**config.mk**
```make
export PLATFORM = sky130hd
export DESIGN_NAME = gnr_ctrl
export DESIGN_NICKNAME = d
export VERILOG_FILES = /design/src/rtl/gnr_pkg.sv /design/src/rtl/gnr_vec_cmp.sv /design/src/rtl/gnr_ctrl.sv
export SDC_FILE = /design/constraint.sdc
export NUM_CORES = 1
export LEC_CHECK = 0
export BUFFER_PORTS_ARGS = -buffer_cell sky130_fd_sc_hd__buf_2
export CAP_MARGIN = 10
export CORE_ASPECT_RATIO = 1.25
export CORE_UTILIZATION = 27
export DETAILED_ROUTE_END_ITERATION = 8
export GPL_TIMING_DRIVEN = 0
export SETUP_SLACK_MARGIN = 0.5
export SKIP_CTS_REPAIR_TIMING = 1
export SYNTH_ARGS = -nofsm -noshare
export SYNTH_HDL_FRONTEND = slang
export SYNTH_SLANG_ARGS = --single-unit
```
**constraint.sdc**
```tcl
create_clock -name clk -period 5.3 [get_ports clk]
set_input_delay 1.06 -clock clk [delete_from_list [all_inputs] [get_ports clk]]
set_output_delay 1.06 -clock clk [all_outputs]
set_load 0.02 [all_outputs]
```
**src/rtl/gnr_pkg.sv**
```systemverilog
// Shared types and defaults for the boolean-network simulator controller.
package gnr_pkg;

  localparam int unsigned GNR_CNT_W = 16;

  typedef enum logic [2:0] {
    S_IDLE,
    S_LOAD,
    S_STEP,
    S_CHECK,
    S_PSTEP,
    S_PCHECK,
    S_DONE
  } gnr_state_t;

endpackage

```
**src/rtl/gnr_vec_cmp.sv**
```systemverilog
// Combinational equality reducer over the gathered node state vectors.
module gnr_vec_cmp #(
  parameter int unsigned N_NODES = 8
) (
  input  logic [N_NODES-1:0] i_a,
  input  logic [N_NODES-1:0] i_b,
  output logic               o_eq
);

  assign o_eq = (i_a == i_b);

endmodule

```
**src/rtl/gnr_ctrl.sv**
```systemverilog
// Floyd tortoise/hare attractor detector driving the node array strobes.
module gnr_ctrl
  import gnr_pkg::*;
#(
  parameter int unsigned N_NODES = 8,
  parameter int unsigned CNT_W   = GNR_CNT_W
) (
  input  logic               clk,
  input  logic               rst,
  input  logic               start,
  input  logic [N_NODES-1:0] init_vec,
  input  logic [CNT_W-1:0]   max_steps,
  output logic               reset_nos,
  output logic [N_NODES-1:0] init_state,
  output logic               start_s0,
  output logic               start_s1,
  input  logic [N_NODES-1:0] s0_vec,
  input  logic [N_NODES-1:0] s1_vec,
  output logic               busy,
  output logic               done,
  output logic               timeout,
  output logic [CNT_W-1:0]   meet_steps,
  output logic [CNT_W-1:0]   period
);

  localparam logic [CNT_W-1:0] ONE = CNT_W'(1);
  localparam logic [CNT_W-1:0] TWO = CNT_W'(2);

  gnr_state_t         r_state, w_nstate;
  logic [CNT_W-1:0]   r_k, w_k_nx;
  logic [CNT_W-1:0]   r_p, w_p_nx;
  logic [N_NODES-1:0] r_init, w_init_nx;
  logic               r_reset_nos, r_start_s0, r_start_s1, r_busy;
  logic               r_done, w_done_nx;
  logic               r_timeout, w_to_nx;
  logic [CNT_W-1:0]   r_meet, w_meet_nx;
  logic [CNT_W-1:0]   r_period, w_per_nx;
  logic               w_eq;
  logic [CNT_W-1:0]   w_k_inc, w_p_inc;
  logic               w_lim_k, w_lim_p;

  gnr_vec_cmp #(.N_NODES(N_NODES)) u_cmp (
    .i_a  (s0_vec),
    .i_b  (s1_vec),
    .o_eq (w_eq)
  );

  // Saturating increments and step-limit tests (max_steps == 0 is unlimited).
  assign w_k_inc = (r_k == '1) ? r_k : r_k + ONE;
  assign w_p_inc = (r_p == '1) ? r_p : r_p + ONE;
  assign w_lim_k = (max_steps != '0) && (r_k >= max_steps);
  assign w_lim_p = (max_steps != '0) && (r_p >= max_steps);

  // Next-state, counter and result update decode.
  always_comb begin
    w_nstate  = r_state;
    w_k_nx    = r_k;
    w_p_nx    = r_p;
    w_init_nx = r_init;
    w_done_nx = r_done;
    w_to_nx   = r_timeout;
    w_meet_nx = r_meet;
    w_per_nx  = r_period;
    unique case (r_state)
      S_IDLE: begin
        if (start) begin
          w_init_nx = init_vec;
          w_done_nx = 1'b0;
          w_to_nx   = 1'b0;
          w_meet_nx = '0;
          w_per_nx  = '0;
          w_nstate  = S_LOAD;
        end
      end
      S_LOAD: begin
        w_k_nx   = '0;
        w_nstate = S_STEP;
      end
      S_STEP: begin
        w_k_nx   = w_k_inc;
        w_nstate = S_CHECK;
      end
      S_CHECK: begin
        if ((r_k >= TWO) && w_eq) begin
          w_meet_nx = r_k;
          w_p_nx    = '0;
          w_nstate  = S_PSTEP;
        end else if (w_lim_k) begin
          w_to_nx   = 1'b1;
          w_done_nx = 1'b1;
          w_nstate  = S_DONE;
        end else begin
          w_nstate = S_STEP;
        end
      end
      S_PSTEP: begin
        w_p_nx   = w_p_inc;
        w_nstate = S_PCHECK;
      end
      S_PCHECK: begin
        if (w_eq) begin
          w_per_nx  = r_p;
          w_done_nx = 1'b1;
          w_nstate  = S_DONE;
        end else if (w_lim_p) begin
          w_to_nx   = 1'b1;
          w_done_nx = 1'b1;
          w_nstate  = S_DONE;
        end else begin
          w_nstate = S_PSTEP;
        end
      end
      S_DONE:  w_nstate = S_IDLE;
      default: w_nstate = S_IDLE;
    endcase
  end

  // State, counters and registered outputs; strobes are decoded from the next state
  // so they are high during the cycle the FSM spends in LOAD/STEP/PSTEP.
  always_ff @(posedge clk) begin
    if (rst) begin
      r_state     <= S_IDLE;
      r_k         <= '0;
      r_p         <= '0;
      r_init      <= '0;
      r_reset_nos <= 1'b0;
      r_start_s0  <= 1'b0;
      r_start_s1  <= 1'b0;
      r_busy      <= 1'b0;
      r_done      <= 1'b0;
      r_timeout   <= 1'b0;
      r_meet      <= '0;
      r_period    <= '0;
    end else begin
      r_state     <= w_nstate;
      r_k         <= w_k_nx;
      r_p         <= w_p_nx;
      r_init      <= w_init_nx;
      r_reset_nos <= (w_nstate == S_LOAD);
      r_start_s0  <= (w_nstate == S_STEP);
      r_start_s1  <= (w_nstate == S_STEP) || (w_nstate == S_PSTEP);
      r_busy      <= (w_nstate != S_IDLE) && (w_nstate != S_DONE);
      r_done      <= w_done_nx;
      r_timeout   <= w_to_nx;
      r_meet      <= w_meet_nx;
      r_period    <= w_per_nx;
    end
  end

  assign reset_nos  = r_reset_nos;
  assign init_state = r_init;
  assign start_s0   = r_start_s0;
  assign start_s1   = r_start_s1;
  assign busy       = r_busy;
  assign done       = r_done;
  assign timeout    = r_timeout;
  assign meet_steps = r_meet;
  assign period     = r_period;

endmodule

```
==> impl_metrics.yaml <==
global_routing:
  grtUsageMet1_pct: 16.89
  busiest_layer: "met2"
  gr-usage-met2_pct: 26.48
  gr-total-overflow: 0
  antenna_found_initial: 0
  grt_use_total_pct: 14.59
  grt_pass1_wl_mm: 18.49
  grt_max_degree: 13
  use_met3_pct: 2.172
  grt_pass1_vias: 3734
floorplan:
  start_util_pct: 27.50
  dieArea_um2: 16300
  io_pins: 89
  fp.coreArea_um2: 15510
  die-width_um: 114.4
  rows: 51
  die_y_um: 142.5
yosys:
  synthAdderAreaFrac_pct: 10.27
  synth-compound-area-share_pct: 12.65
  yosysSeqAreaShare_pct: 38.03
  synth_edf_count: 0
  synthCells: 518
  ys.flop_type: "dfxtp_1"
  synth-xor-area-share_pct: 6.778
  syn-num-nets: 596
  synth_common_cells: "dfxtp_1, nand2_1, a21oi_1"
  ys_warn_count: 0
  synth_mux_area_share_pct: 0
  syn_area_per_cell_um2: 8.232
  synth_top_family_by_area: "simple AND/OR/NAND/NOR gates"
  synthTopCellsByArea: "dfxtp_1, ha_1, a21oi_1, nand2_1, nand3_1"
  syn_area_um2: 4264
  yosys.area_share.simple_pct: 27.73
  yosysMostFrequentCell: "dfxtp_1"
  yosysUniqueCellTypes: 46
  synth_top_area_share_pct: 38.03
  synth_area_leader_cell: "dfxtp_1"
  ys_seq_elements: 81
  async_flop_share_pct: 0
clock_network:
  cts.htree.levels: 3
  cts.clk_slew.worst_paths_ps: 50
  cts_tree: "built"
  cts.sinks: 81
  cts_made_buffers: 9
  cts_root_buf: "clkbuf_16"
  ctsLongestPathBuffers: 2
  clock_latency_ps: 340
place:
  globalplace.congestion: 0.8221
  dp.cells: 817
  hpwl_mm: 8.867
  place_area_um2: 4965
  place_ws_ps: 1813
  io_buffers: 87
critical_path:
  worstReg2RegEnd: "timeout$_SDFFE_PP0P_"
  arrival_ps: 3350
  critPathRequiredTime_ps: 5530
  r2r_start: "r_p[0]$_SDFFE_PP0P_"
  worst-setup-path-type: "primary input to flip-flop"
  rrSetupSlack_ps: 2570
  end_kind: "flip-flop"
  cp-start-kind: "primary input"
  cp_max_fo: 6
  reg2reg_depth: 9
timing:
  max_clock_freq_mhz: 319.5
  min_period_ps: 3129
  setup_slack_ps: 2171
  slew_headroom_pct: 38.25
  fin_skew_ps: 10.55
  tightestPinTransition_ps: 923.8
  period_share_pct: 59.05
  final_max_slew_viol_count: 0
  rsz0062_at_grt: "no"
  setup_violations: 0
  report.final.hold_viol_count: 0
  finalSetupTns_ps: 0
layout:
  utilization_pct: 33.94
  antennaDiodeCount: 0
  drive_gt1_share_pct: 19.68
  fin_cells: 832
  final_net_count: 694
  final_area_um2: 5263
  fill_cells: 1646
  area_growth_pct: 23.42
route:
  first_iter_violations: 168
  wl_per_cell_um: 13.42
  drc: 2
  first_pass_iters: 6
  ant_nets: 0
  wl_mm: 11.17
  vias_per_cell: 4.627
  vias: 3850
run_status:
  status: "finished, violations left"
  violations: "DRC"
power:
  clkPwrFrac_pct: 45.3
  vdd_ir_drop_max_mv: 0.1156
  p_per_area_nw_per_um2: 261.8
  p_sw_mw: 0.3268
  comb_power_share_pct: 9.5
  p_int_mw: 1.051
  power_leakage_nw: 2.189
  swShare_pct: 23.73
  seq_power_share_pct: 45.1
hold_path:
  hp-class: "flip-flop to flip-flop"
  hold_depth: 2
  min_to: "period[3]$_SDFFE_PP0P_"
  hp-start: "period[3]$_SDFFE_PP0P_"
run:
  max-cap-violations: 0
## registers in the layout, summed over array words and instances (netlist names)
signal,flops
start_s0,1
busy,1
reset_nos,1
r_p,16
start_s1,1
timeout,1
period,16
r_state,3
done,1
r_k,16
init_state,8
meet_steps,16
## routing by layer
layer / wire, um / share of wire (%)
met4: 183 / 1.6
met5: 0 / 0
met1: 4874 / 44
met2: 5755 / 52
met3: 353 / 3.2
## worst max path at each step
stage / from / end / slack [ps] / depth (start not counted)
after global placement: max_steps[0] / timeout$_SDFFE_PP0P_ / 1860 / 9
after global routing: max_steps[0] / timeout$_SDFFE_PP0P_ / 2110 / 9
final: max_steps[0] / timeout$_SDFFE_PP0P_ / 2170 / 9
after floorplan: max_steps[0] / timeout$_SDFFE_PP0P_ / 2470 / 8
after detailed placement: max_steps[0] / timeout$_SDFFE_PP0P_ / 1810 / 9
after CTS: max_steps[0] / timeout$_SDFFE_PP0P_ / 2160 / 9
## logic make-up after synthesis
family,count (synthesis)
buffers and inverters,48
adder cells (fa/ha/maj),35
AO/OA/AOI/OAI,89
flip-flops,81
AND/OR/NAND/NOR,232
XOR/XNOR,33
## power by group through the flow
stage	combinational, mW	sequential (mW)	clock (mW)
after global routing	0.147	0.622	0.659
after global placement	0.132	0.635	0
final	0.131	0.622	0.625
after CTS	0.134	0.622	0.636
after detailed placement	0.133	0.635	0
after floorplan	0.0743	0.643	0
## through the flow
step,power (mW),hold slack [ps]
6_report,1.377,444.8
5_1_grt,1.428,463.8
4_1_cts,1.391,448.2
3_5_place_dp,0.7679,441.3
3_3_place_gp,0.7666,438.2
2_1_floorplan,0.7171,486.0
## layout make-up
cell class                      count  area [um2]  share of cell area, %
Multi-Input combinational cell    389        2449                  46.53
Clock inverter                      2       37.54                 0.7133
Tap cell                          212       265.3                  5.040
Sequential cell                    81        1622                  30.81
Buffer                             25       107.6                  2.045
Clock buffer                       13       260.3                  4.945
Timing Repair Buffer               87       435.4                  8.274
Inverter                           23       86.33                  1.641
## cell usage in the layout (no fill, tap or decap), types with 3 or more instances in the layout
cell type	count
nand2b_1	6
nor4_1	10
and3_1	6
a211oi_1	3
xnor2_1	8
ha_1	35
nand3_1	47
nor2b_1	4
xor2_1	25
nor4_2	3
inv_1	23
or3_1	4
nand4_1	14
clkbuf_1	18
o21ai_0	12
and2_1	6
buf_2	95
nand3b_1	4
nand2_1	63
dfxtp_1	81
clkbuf_16	9
a21oi_1	58
nor2_1	43
nor3_1	10
## worst max-delay path: stages
cell	delay, ps
buf_2	140
ha_1	290
nand2b_1	130
a2111oi_0	480
nand3b_1	170
a41oi_1	190
o21ai_1	450
nor4_1	150
o31a_1	290
Power figures use the tool's default switching activity.
